`src/rtl/serial_magnitude_comparator.sv`:
```
// rtl/serial_magnitude_comparator.sv - MSB-first slice-serial magnitude comparator (optional SERIAL_CMP_EARLY_EXIT_EN)
module serial_magnitude_comparator #(
    parameter int WIDTH  = 16,
    parameter int SLICE  = 4,
    parameter int SIGNED = 0
) (
    input  logic             clk,
    input  logic             rst,
    input  logic             start,
    input  logic [WIDTH-1:0] a,
    input  logic [WIDTH-1:0] b,
    output logic             busy,
    output logic             done,
    output logic             gt,
    output logic             eq,
    output logic             lt
);
    localparam int N  = WIDTH / SLICE;
    localparam int CW = (N > 1) ? $clog2(N) : 1;

    typedef enum logic [1:0] {
        S_IDLE,
        S_RUN,
        S_DONE
    } state_t;

    state_t           state;
    state_t           state_nx;
    logic [WIDTH-1:0] sh_a;
    logic [WIDTH-1:0] sh_b;
    logic [CW-1:0]    cnt;
    logic [SLICE-1:0] sl_a;
    logic [SLICE-1:0] sl_b;
    logic             slice_gt;
    logic             slice_lt;
    logic             decided;
    logic             last;

    // Flipping the sign bit of the top slice maps two's-complement order onto unsigned order.
    always_comb begin
        sl_a = sh_a[WIDTH-1 -: SLICE];
        sl_b = sh_b[WIDTH-1 -: SLICE];
        if (SIGNED != 0 && cnt == CW'(N - 1)) begin
            sl_a[SLICE-1] = ~sl_a[SLICE-1];
            sl_b[SLICE-1] = ~sl_b[SLICE-1];
        end
    end

    assign slice_gt = (sl_a > sl_b);
    assign slice_lt = (sl_a < sl_b);
    assign decided  = gt | lt;
    assign last     = (cnt == '0);

    always_ff @(posedge clk) begin
        if (rst) begin
            state <= S_IDLE;
        end else begin
            state <= state_nx;
        end
    end

    always_comb begin
        state_nx = state;
        case (state)
            S_IDLE: begin
                if (start) begin
                    state_nx = S_RUN;
                end
            end
            S_RUN: begin
`ifdef SERIAL_CMP_EARLY_EXIT_EN
                if (last || (!decided && (slice_gt || slice_lt))) begin
                    state_nx = S_DONE;
                end
`else
                if (last) begin
                    state_nx = S_DONE;
                end
`endif
            end
            S_DONE:  state_nx = S_IDLE;
            default: state_nx = S_IDLE;
        endcase
    end

    always_ff @(posedge clk) begin
        if (rst) begin
            sh_a <= '0;
            sh_b <= '0;
            cnt  <= '0;
            gt   <= 1'b0;
            eq   <= 1'b0;
            lt   <= 1'b0;
        end else begin
            case (state)
                S_IDLE: begin
                    if (start) begin
                        sh_a <= a;
                        sh_b <= b;
                        cnt  <= CW'(N - 1);
                        gt   <= 1'b0;
                        eq   <= 1'b0;
                        lt   <= 1'b0;
                    end
                end
                S_RUN: begin
                    sh_a <= sh_a << SLICE;
                    sh_b <= sh_b << SLICE;
                    if (!last) begin
                        cnt <= cnt - 1'b1;
                    end
                    // Only the first differing slice decides; later slices are don't-care.
                    if (!decided) begin
                        gt <= slice_gt;
                        lt <= slice_lt;
                        if (last && !slice_gt && !slice_lt) begin
                            eq <= 1'b1;
                        end
                    end
                end
                default: ;
            endcase
        end
    end

    assign busy = (state == S_RUN);
    assign done = (state == S_DONE);

endmodule

```
`config.mk`:
```
export PLATFORM = sky130hd
export DESIGN_NAME = serial_magnitude_comparator
export DESIGN_NICKNAME = d
export VERILOG_FILES = /design/src/rtl/serial_magnitude_comparator.sv
export SDC_FILE = /design/constraint.sdc
export NUM_CORES = 1
export LEC_CHECK = 0
export BUFFER_PORTS_ARGS = -buffer_cell sky130_fd_sc_hd__buf_2
export CAP_MARGIN = 20
export CORE_AREA = 4 4 79 81
export CTS_BUF_LIST = sky130_fd_sc_hd__clkbuf_8
export DETAILED_ROUTE_END_ITERATION = 7
export DIE_AREA = 0 0 83 85
export SLEW_MARGIN = 40
export SYNTH_ARGS = -nofsm -noshare
export SYNTH_HDL_FRONTEND = slang
export SYNTH_SLANG_ARGS = --single-unit
```
`constraint.sdc`:
```
create_clock -name clk -period 2.1 [get_ports clk]
set_clock_uncertainty 0.1 [all_clocks]
set_input_delay 0.105 -clock clk [delete_from_list [all_inputs] [get_ports clk]]
set_output_delay 0.105 -clock clk [all_outputs]
set_load 0.05 [all_outputs]
```
==> flow_metrics.py, run 1 <==
metrics = {
    "outcome": {
        "status": "completed",
    },
    "worst_setup_path": {
        "crit_path_max_fanout": 27,
        "crit_type": "reg2out",
        "startpoint_type": "flip-flop",
        "endpoint_kind": "output pin",
        "critPathRequiredTime_ns": 1.89,
        "cp.arrival_ns": 1.55,
    },
    "synth": {
        "syn_area_um2": 1870,
        "synth-seq-area-share": 0.417,
        "synth_seq_cells": 39,
        "synthCells": 186,
        "syn_nets": 226,
        "synth_warnings": 0,
        "synthDistinctLibCells": 29,
        "synth.avg_cell_area_um2": 10.1,
    },
    "layout": {
        "final_cell_area_um2": 2250,
        "multi_input_area_um2": 950,
        "num_antenna_cells": 0,
        "n_fill_cell": 581,
        "final_cell_mix": "nor2_1, dfxtp_1, buf_2",
        "final_net_count": 270,
        "drive_gt1_frac": 0.303,
        "area_growth_syn_to_layout_pct": 20.2,
        "seq_area_um2": 781,
    },
    "timing": {
        "period_share": 0.838,
        "fmaxAchievable_mhz": 568,
        "period_needed_ns": 1.76,
        "slew_viol_final": 0,
        "worst_slew_pin_slew_ns": 0.473,
        "finalSetupViolations": 0,
        "rsz0062_at_grt": "false",
        "hold_viol_final": 0,
        "slew_headroom": 0.684,
        "fin_setup_tns_ns": 0,
    },
    "detailed_routing": {
        "routed_via_density": 4.73,
        "firstDrtPassIters": 4,
        "dr.first_iter.drc_count": 72,
        "drcViolationCount": 0,
        "vias": 1434,
        "totalWireLength_um": 3830,
        "routedWlPerCell_um": 12.6,
        "antenna_left": 0,
    },
    "die": {
        "die_area_um2": 7060,
        "ios": 40,
        "core-area_um2": 5470,
        "die_h_um": 85,
        "start_util": 0.342,
        "die_w_um": 83,
        "rows": 27,
    },
    "global_routing": {
        "grt_overflow": 0,
        "antenna_found_initial": 0,
        "grt_usage": 0.115,
        "grt_max_degree": 49,
        "grt_pass1_wl_um": 6530,
        "grt_pass1_vias": 1395,
    },
    "cts": {
        "ctsHoldBuffers": 8,
        "cts_root_buffer": "clkbuf_8",
        "ctsLongestPathBuffers": 2,
        "postCtsResizedCells": 0,
        "insertion_delay_ns": 0.29,
        "clock_sinks": 39,
        "clk_pin_slew_ns": 0.08,
        "cts_max_level": 2,
        "numCtsBuffers": 5,
        "cts_tree": "yes",
        "cts_setup_buffers": 0,
    },
    "run": {
        "cap_violations": 0,
    },
    "power_and_ir_drop": {
        "netSwitchingFraction": 0.315,
        "power_frac_comb": 0.256,
        "ir_drop_v": 0.000319,
        "p_clk_frac": 0.266,
        "p_per_area_nw_per_um2": 809,
        "p_int_uw": 1250,
        "p_seq_frac": 0.478,
        "p_sw_uw": 573,
        "static-leakage-power_uw": 0.00105,
    },
    "placement": {
        "dpl-instance-area_um2": 2090,
        "hpwlAfterDp_um": 2600,
        "gp_congestion": 0.695,
        "portBuffers": 39,
    },
    "worst_hold_path": {
        "hp-class": "in2reg",
    },
}
==> cell type report <==
type	count	share of cell area
multi-input combinational	125	0.422
sequential	39	0.347
timing repair buffer	51	0.141
tap	72	0.0400
clock buffer	5	0.0306
inverter	8	0.0133
clock inverter	3	0.00556
==> layer usage <==
layer	global-route usage	share of wire
met5	0	0
met3	0.0408	0.046
met2	0.173	0.44
met1	0.143	0.48
met4	0.0639	0.028
==> cell usage after synthesis (all sizes together) <==
| cell | number | share of area |
|---|---|---|
| a22oi | 8 | 0.032 |
| a211oi | 25 | 0.15 |
| nor4 | 1 | 0.0033 |
| dfxtp | 39 | 0.42 |
| o21bai | 1 | 0.0040 |
| inv | 8 | 0.016 |
| nand2b | 2 | 0.011 |
| nor2 | 40 | 0.080 |
| o21ai | 5 | 0.013 |
| a22o | 1 | 0.0047 |
| or3 | 1 | 0.0033 |
| buf | 8 | 0.051 |
| o31ai | 1 | 0.0040 |
| clkbuf | 6 | 0.012 |
| nor3b | 1 | 0.0067 |
| nand2 | 3 | 0.0060 |
| nor2b | 1 | 0.0033 |
| a221oi | 2 | 0.0094 |
| nand4 | 1 | 0.0033 |
| a31oi | 1 | 0.0033 |
| mux2i | 24 | 0.13 |
| nor3 | 1 | 0.0027 |
| a21oi | 1 | 0.0027 |
| ha | 5 | 0.033 |
==> kinds of logic (layout without fill, tap and decap cells) <==
family / count (synthesis) / count (layout) / synth area share
multiplexers: 24 / 24 / 0.128
flip-flops: 39 / 39 / 0.417
adder cells (fa/ha/maj): 5 / 5 / 0.0334
AO/OA/AOI/OAI: 45 / 45 / 0.222
buffers and inverters: 22 / 67 / 0.0795
AND/OR/NAND/NOR: 51 / 51 / 0.120
==> flip-flops by register name, indices dropped and copies added, names as in the netlist <==
register,count
sh_a,16
sh_b,16
cnt,2
state,2
eq,1
gt,1
lt,1
==> through the flow <==
step | instances | hold WS (ns) | power [uW] | setup slack [ns] | utilization
global route | 303 | 0.0800 | 1930 | 0.220 | 0.411
global placement | 287 | 0.242 | 1340 | 0.528 | 0.382
detailed placement | 287 | 0.248 | 1340 | 0.503 | 0.382
finish | 303 | 0.0462 | 1820 | 0.341 | 0.411
CTS | 303 | 0.0412 | 1840 | 0.319 | 0.411
floorplan | 186 | 0.153 | 1260 | 0.744 | -
==> final timing paths <==
| path | startpoint | slack [ns] | to | cells after the start |
|---|---|---|---|---|
| min | a[9] | 0.05 | sh_a[9]$_SDFFE_PP0P_ | 3 |
| max | state[1]$_SDFFE_PP0P_ | 0.34 | busy | 3 |
| min reg2reg | sh_a[7]$_SDFFE_PP0P_ | 0.40 | sh_a[7]$_SDFFE_PP0P_ | 2 |
| max reg2reg | state[0]$_SDFFE_PP0P_ | 0.48 | gt$_SDFFE_PP0P_ | 4 |
==> worst max-delay path: stages (launching register included) <==
cell and delay (ns):
dfxtp_1 0.48, nand2b_4 0.49, inv_1 0.07, buf_2 0.22
==> power groups by stage <==
stage	sequential, uW	combinational (uW)	clock, uW
6_report	870	465	485
5_1_grt	880	523	527
4_1_cts	869	469	504
3_5_place_dp	887	456	0
3_3_place_gp	886	450	0
2_1_floorplan	889	370	0
(Power assumes the default switching activity.)
==> run 2, diff against run 1 <==
Clock period 2.1 ns to 1.5 ns, I/O delays scaled along.
==> flow_metrics.py, run 2 (synthesis gave the netlist of run 1 again) <==
metrics = {
    "detailed_routing": {
        "vias": 1460,
        "totalWireLength_um": 3930,
        "routedWlPerCell_um": 12.7,
        "firstDrtPassIters": 4,
        "routed_via_density": 4.71,
        "drcViolationCount": 0,
        "dr.first_iter.drc_count": 52,
        "antenna_left": 0,
    },
    "power_and_ir_drop": {
        "finalPower_uw": 2600,
        "p_per_area_nw_per_um2": 1110,
        "ir_drop_v": 0.000470,
        "static-leakage-power_uw": 0.00109,
    },
    "placement": {
        "hpwlAfterDp_um": 2830,
        "dpl-instance-area_um2": 2170,
        "gp_congestion": 0.752,
        "portBuffers": 39,
    },
    "worst_setup_path": {
        "crit_chain": "nand2b_4 -> buf_12 -> inv_1 -> buf_2",
        "cp_num_buf_inv": 3,
        "endpoint_kind": "output pin",
        "crit_type": "reg2out",
        "cp.arrival_ns": 1.25,
        "max_stage_delay_ns": 0.32,
        "cp_slowest_cell": "dfxtp_1",
        "cp_top_family": "buffers and inverters",
        "crit_path_max_fanout": 18,
        "critPathRequiredTime_ns": 1.32,
        "startpoint_type": "flip-flop",
    },
    "cts": {
        "clk_pin_slew_ns": 0.08,
        "cts_root_buffer": "clkbuf_8",
        "cts_setup_buffers": 0,
        "insertion_delay_ns": 0.29,
        "numCtsBuffers": 5,
        "cts_max_level": 2,
        "ctsLongestPathBuffers": 2,
        "clock_sinks": 39,
        "cts_tree": "yes",
    },
    "global_routing": {
        "grt_max_degree": 27,
        "grt_overflow": 0,
        "antenna_found_initial": 0,
        "grt_pass1_wl_um": 6530,
        "grt_usage": 0.115,
        "grt_pass1_vias": 1421,
    },
    "timing": {
        "slew_headroom": 0.753,
        "hold_viol_final": 0,
        "worst_slew_pin_slew_ns": 0.367,
        "fin_setup_tns_ns": 0,
        "fmaxAchievable_mhz": 703,
        "period_needed_ns": 1.42,
        "rsz0062_at_grt": "false",
        "fin_hold_ws_ns": 0.0248,
        "period_share": 0.949,
        "slew_viol_final": 0,
        "finalSetupViolations": 0,
    },
    "die": {
        "die_h_um": 85,
        "die_area_um2": 7060,
        "rows": 27,
        "ios": 40,
        "core-area_um2": 5470,
        "start_util": 0.342,
        "die_w_um": 83,
    },
    "outcome": {
        "status": "completed",
    },
    "layout": {
        "largest_registers": "sh_a: 16 flops, sh_b: 16 flops",
        "final_net_count": 277,
        "final_cell_mix": "nor2_1, buf_2, dfxtp_1",
        "area_growth_syn_to_layout_pct": 24.5,
        "drive_gt1_frac": 0.336,
        "num_antenna_cells": 0,
        "final_cell_area_um2": 2330,
    },
    "run": {
        "cap_violations": 0,
    },
    "worst_hold_path": {
        "hp-class": "in2reg",
    },
}
==> run 2: cell types whose count changed in the layout (fill, tap and decap cells not counted) <==
cell | previous run | this run
buf_12 | 1 | 3
dfxtp_2 | 0 | 1
inv_1 | 10 | 8
dfxtp_1 | 39 | 38
clkinv_2 | 1 | 3
buf_4 | 3 | 8
==> run 2: worst paths after layout <==
kind         slack [ns]             startpoint  cells after the start                   end
max                0.08  state[1]$_SDFFE_PP0P_                      4                  busy
min                0.02                    rst                      2  sh_a[2]$_SDFFE_PP0P_
max reg2reg        0.11  sh_b[14]$_SDFFE_PP0P_                      6       eq$_SDFFE_PP0P_
min reg2reg        0.40    cnt[1]$_SDFFE_PP0P_                      2   cnt[1]$_SDFFE_PP0P_
==> run 2: repair_timing <==
action                                 CTS  global route
endpoints found under the hold margin    8             0
hold buffers                             8             0
resized for setup                        0             1
setup endpoints to repair                0             1
==> run 2: final cells by class <==
class / count / area (um2)
fill: 564 / 3140
timing repair buffer: 58 / 395
sequential: 39 / 782
multi-input combinational: 125 / 950
clock inverter: 3 / 15.0
tap: 72 / 90.1
clock buffer: 5 / 68.8
inverter: 8 / 30.0
==> run 2: power by group <==
part | internal [uW] | leakage (uW) | total [uW] | switching (uW)
sequential | 1150 | 0.000323 | 1210 | 63.2
clock | 318 | 0.0000477 | 682 | 364
combinational | 321 | 0.000719 | 704 | 383
==> run 2: metal layers <==
metal | share of wire | track usage
met1 | 0.48 | 0.144
met2 | 0.46 | 0.181
met3 | 0.039 | 0.0320
met4 | 0.022 | 0.0624
met5 | 0 | 0
==> run 2: per-stage QoR <==
step / utilization / setup WS, ns / instances
after floorplan: - / 0.144 / 186
final: 0.426 / 0.0770 / 310
after detailed placement: 0.396 / 0.120 / 294
after CTS: 0.426 / 0.00348 / 310
after global routing: 0.426 / 0.000269 / 310
after global placement: 0.396 / 0.181 / 294
==> run 3, diff against run 2 <==
Settings changed: CORE_AREA 4 4 79 81 to 4 4 67 69, DIE_AREA 0 0 83 85 to 0 0 71 73, PLACE_DENSITY set to 0.74.
==> flow_metrics.py, run 3 (synthesis gave the netlist of run 1 again) <==
metrics = {
    "outcome": {
        "status": "completed",
    },
    "worst_hold_path": {
        "hold_path_depth": 3,
        "holdCritStartpoint": "a[6]",
        "hp-class": "in2reg",
        "hold_end": "sh_a[6]$_SDFFE_PP0P_",
    },
    "die": {
        "ios": 40,
        "core-area_um2": 3910,
        "rows": 23,
        "die_h_um": 73,
        "die_area_um2": 5180,
        "die_w_um": 71,
        "start_util": 0.478,
    },
    "layout": {
        "largest_registers": "sh_a: 16 flops, sh_b: 16 flops",
        "fin_cells": 287,
        "final_cell_mix": "nor2_1, buf_2, dfxtp_1",
        "n_fill_cell": 349,
        "drive_gt1_frac": 0.342,
        "num_antenna_cells": 0,
        "final_net_count": 276,
        "area_growth_syn_to_layout_pct": 24.2,
    },
    "timing": {
        "finalSetupViolations": 0,
        "period_share": 0.952,
        "rsz0062_at_grt": "false",
        "slew_viol_final": 0,
        "fmaxAchievable_mhz": 700,
        "hold_viol_final": 0,
        "fin_setup_tns_ns": 0,
        "slew_headroom": 0.708,
        "worst_slew_pin_slew_ns": 0.437,
        "period_needed_ns": 1.43,
    },
    "placement": {
        "placed_cells": 269,
        "gp_congestion": 0.797,
        "portBuffers": 39,
        "hpwlAfterDp_um": 2590,
    },
    "cts": {
        "insertion_delay_ns": 0.29,
        "cts_max_level": 2,
        "cts_tree": "yes",
        "clk_pin_slew_ns": 0.07,
        "cts_root_buffer": "clkbuf_8",
        "numCtsBuffers": 5,
        "clock_sinks": 39,
        "ctsLongestPathBuffers": 2,
    },
    "worst_setup_path": {
        "reg2reg_depth": 6,
        "reg2reg_to": "lt$_SDFFE_PP0P_",
        "reg2reg_from": "sh_b[15]$_SDFFE_PP0P_",
        "startpoint_type": "flip-flop",
        "endpoint_kind": "output pin",
        "crit_path_max_fanout": 11,
        "critPathRequiredTime_ns": 1.32,
        "rrSetupSlack_ns": 0.11,
        "crit_type": "reg2out",
        "cp.arrival_ns": 1.25,
    },
    "global_routing": {
        "grt_usage": 0.157,
        "antenna_found_initial": 0,
        "grt_max_degree": 49,
        "grt_pass1_vias": 1463,
        "grt_overflow": 0,
        "grt_pass1_wl_um": 6420,
    },
    "power_and_ir_drop": {
        "p_per_area_nw_per_um2": 1150,
        "ir_drop_v": 0.000734,
        "static-leakage-power_uw": 0.00109,
    },
    "detailed_routing": {
        "totalWireLength_um": 3740,
        "firstDrtPassIters": 4,
        "routedWlPerCell_um": 13.0,
        "antenna_left": 0,
        "dr.first_iter.drc_count": 72,
        "vias": 1491,
        "drcViolationCount": 0,
        "routed_via_density": 5.20,
    },
    "run": {
        "cap_violations": 0,
    },
}
[run 3: cell types whose count changed in the layout (fill, tap and decap cells not counted), moves of 2 or more]
cell and change:
clkinv_2 -3, dfxtp_1 -3, dfxtp_2 +3, buf_4 -2, clkbuf_8 +2
[run 3: report_power, final]
group	total [uW]	internal (uW)	switching (uW)
combinational	701	319	382
sequential	1220	1150	67.3
clock	756	413	343
total	2680	1880	793
[run 3: stage by stage]
step                       util  area, um2  setup slack (ns)  hold WS [ns]  power, uW
after floorplan               -       1870             0.144         0.123       1760
after global placement    0.541       2120             0.159         0.208       1900
after detailed placement  0.541       2120             0.107         0.220       1910
after CTS                 0.589       2310            0.0259        0.0310       2690
after global routing      0.594       2320           0.00362        0.0481       2850
final                     0.594       2320            0.0715        0.0412       2680
[run 3: timing repair]
item,in CTS,in global routing
setup buffers,0,1
hold endpoints to repair,12,0
resized for setup,0,5
setup endpoints to repair,0,6
hold buffers,9,0
[run 3: metal layers]
metal,global-route usage,wire [um],vias up
met4,0.0626,58,0
met5,0,0,-
met1,0.190,1700,690
li1,-,-,765
met2,0.257,1780,29
met3,0.0523,199,7
[run 3: cell type report]
type | count | area (um2) | area share
Timing Repair Buffer | 57 | 390 | 0.168
Inverter | 8 | 30.0 | 0.0129
Multi-Input combinational cell | 125 | 956 | 0.411
Clock inverter | 1 | 3.75 | 0.00161
Clock buffer | 7 | 96.3 | 0.0414
Sequential cell | 39 | 786 | 0.338
Tap cell | 50 | 62.6 | 0.0269
[run 3: critical path, stage by stage, from the launching register on]
cell and delay [ns]:
dfxtp_2 0.35, nand2b_4 0.17, buf_12 0.15, inv_1 0.04, buf_2 0.25
[run 3: worst max path at each step]
stage / startpoint / endpoint / slack [ns] / cells past startpoint
4_1_cts: state[0]$_SDFFE_PP0P_ / busy / 0.03 / 4
3_5_place_dp: state[0]$_SDFFE_PP0P_ / sh_a[7]$_SDFFE_PP0P_ / 0.11 / 5
2_1_floorplan: state[0]$_SDFFE_PP0P_ / lt$_SDFFE_PP0P_ / 0.14 / 4
3_3_place_gp: sh_b[15]$_SDFFE_PP0P_ / lt$_SDFFE_PP0P_ / 0.16 / 6
5_1_grt: sh_b[14]$_SDFFE_PP0P_ / lt$_SDFFE_PP0P_ / 0.004 / 6
6_report: state[1]$_SDFFE_PP0P_ / busy / 0.07 / 4
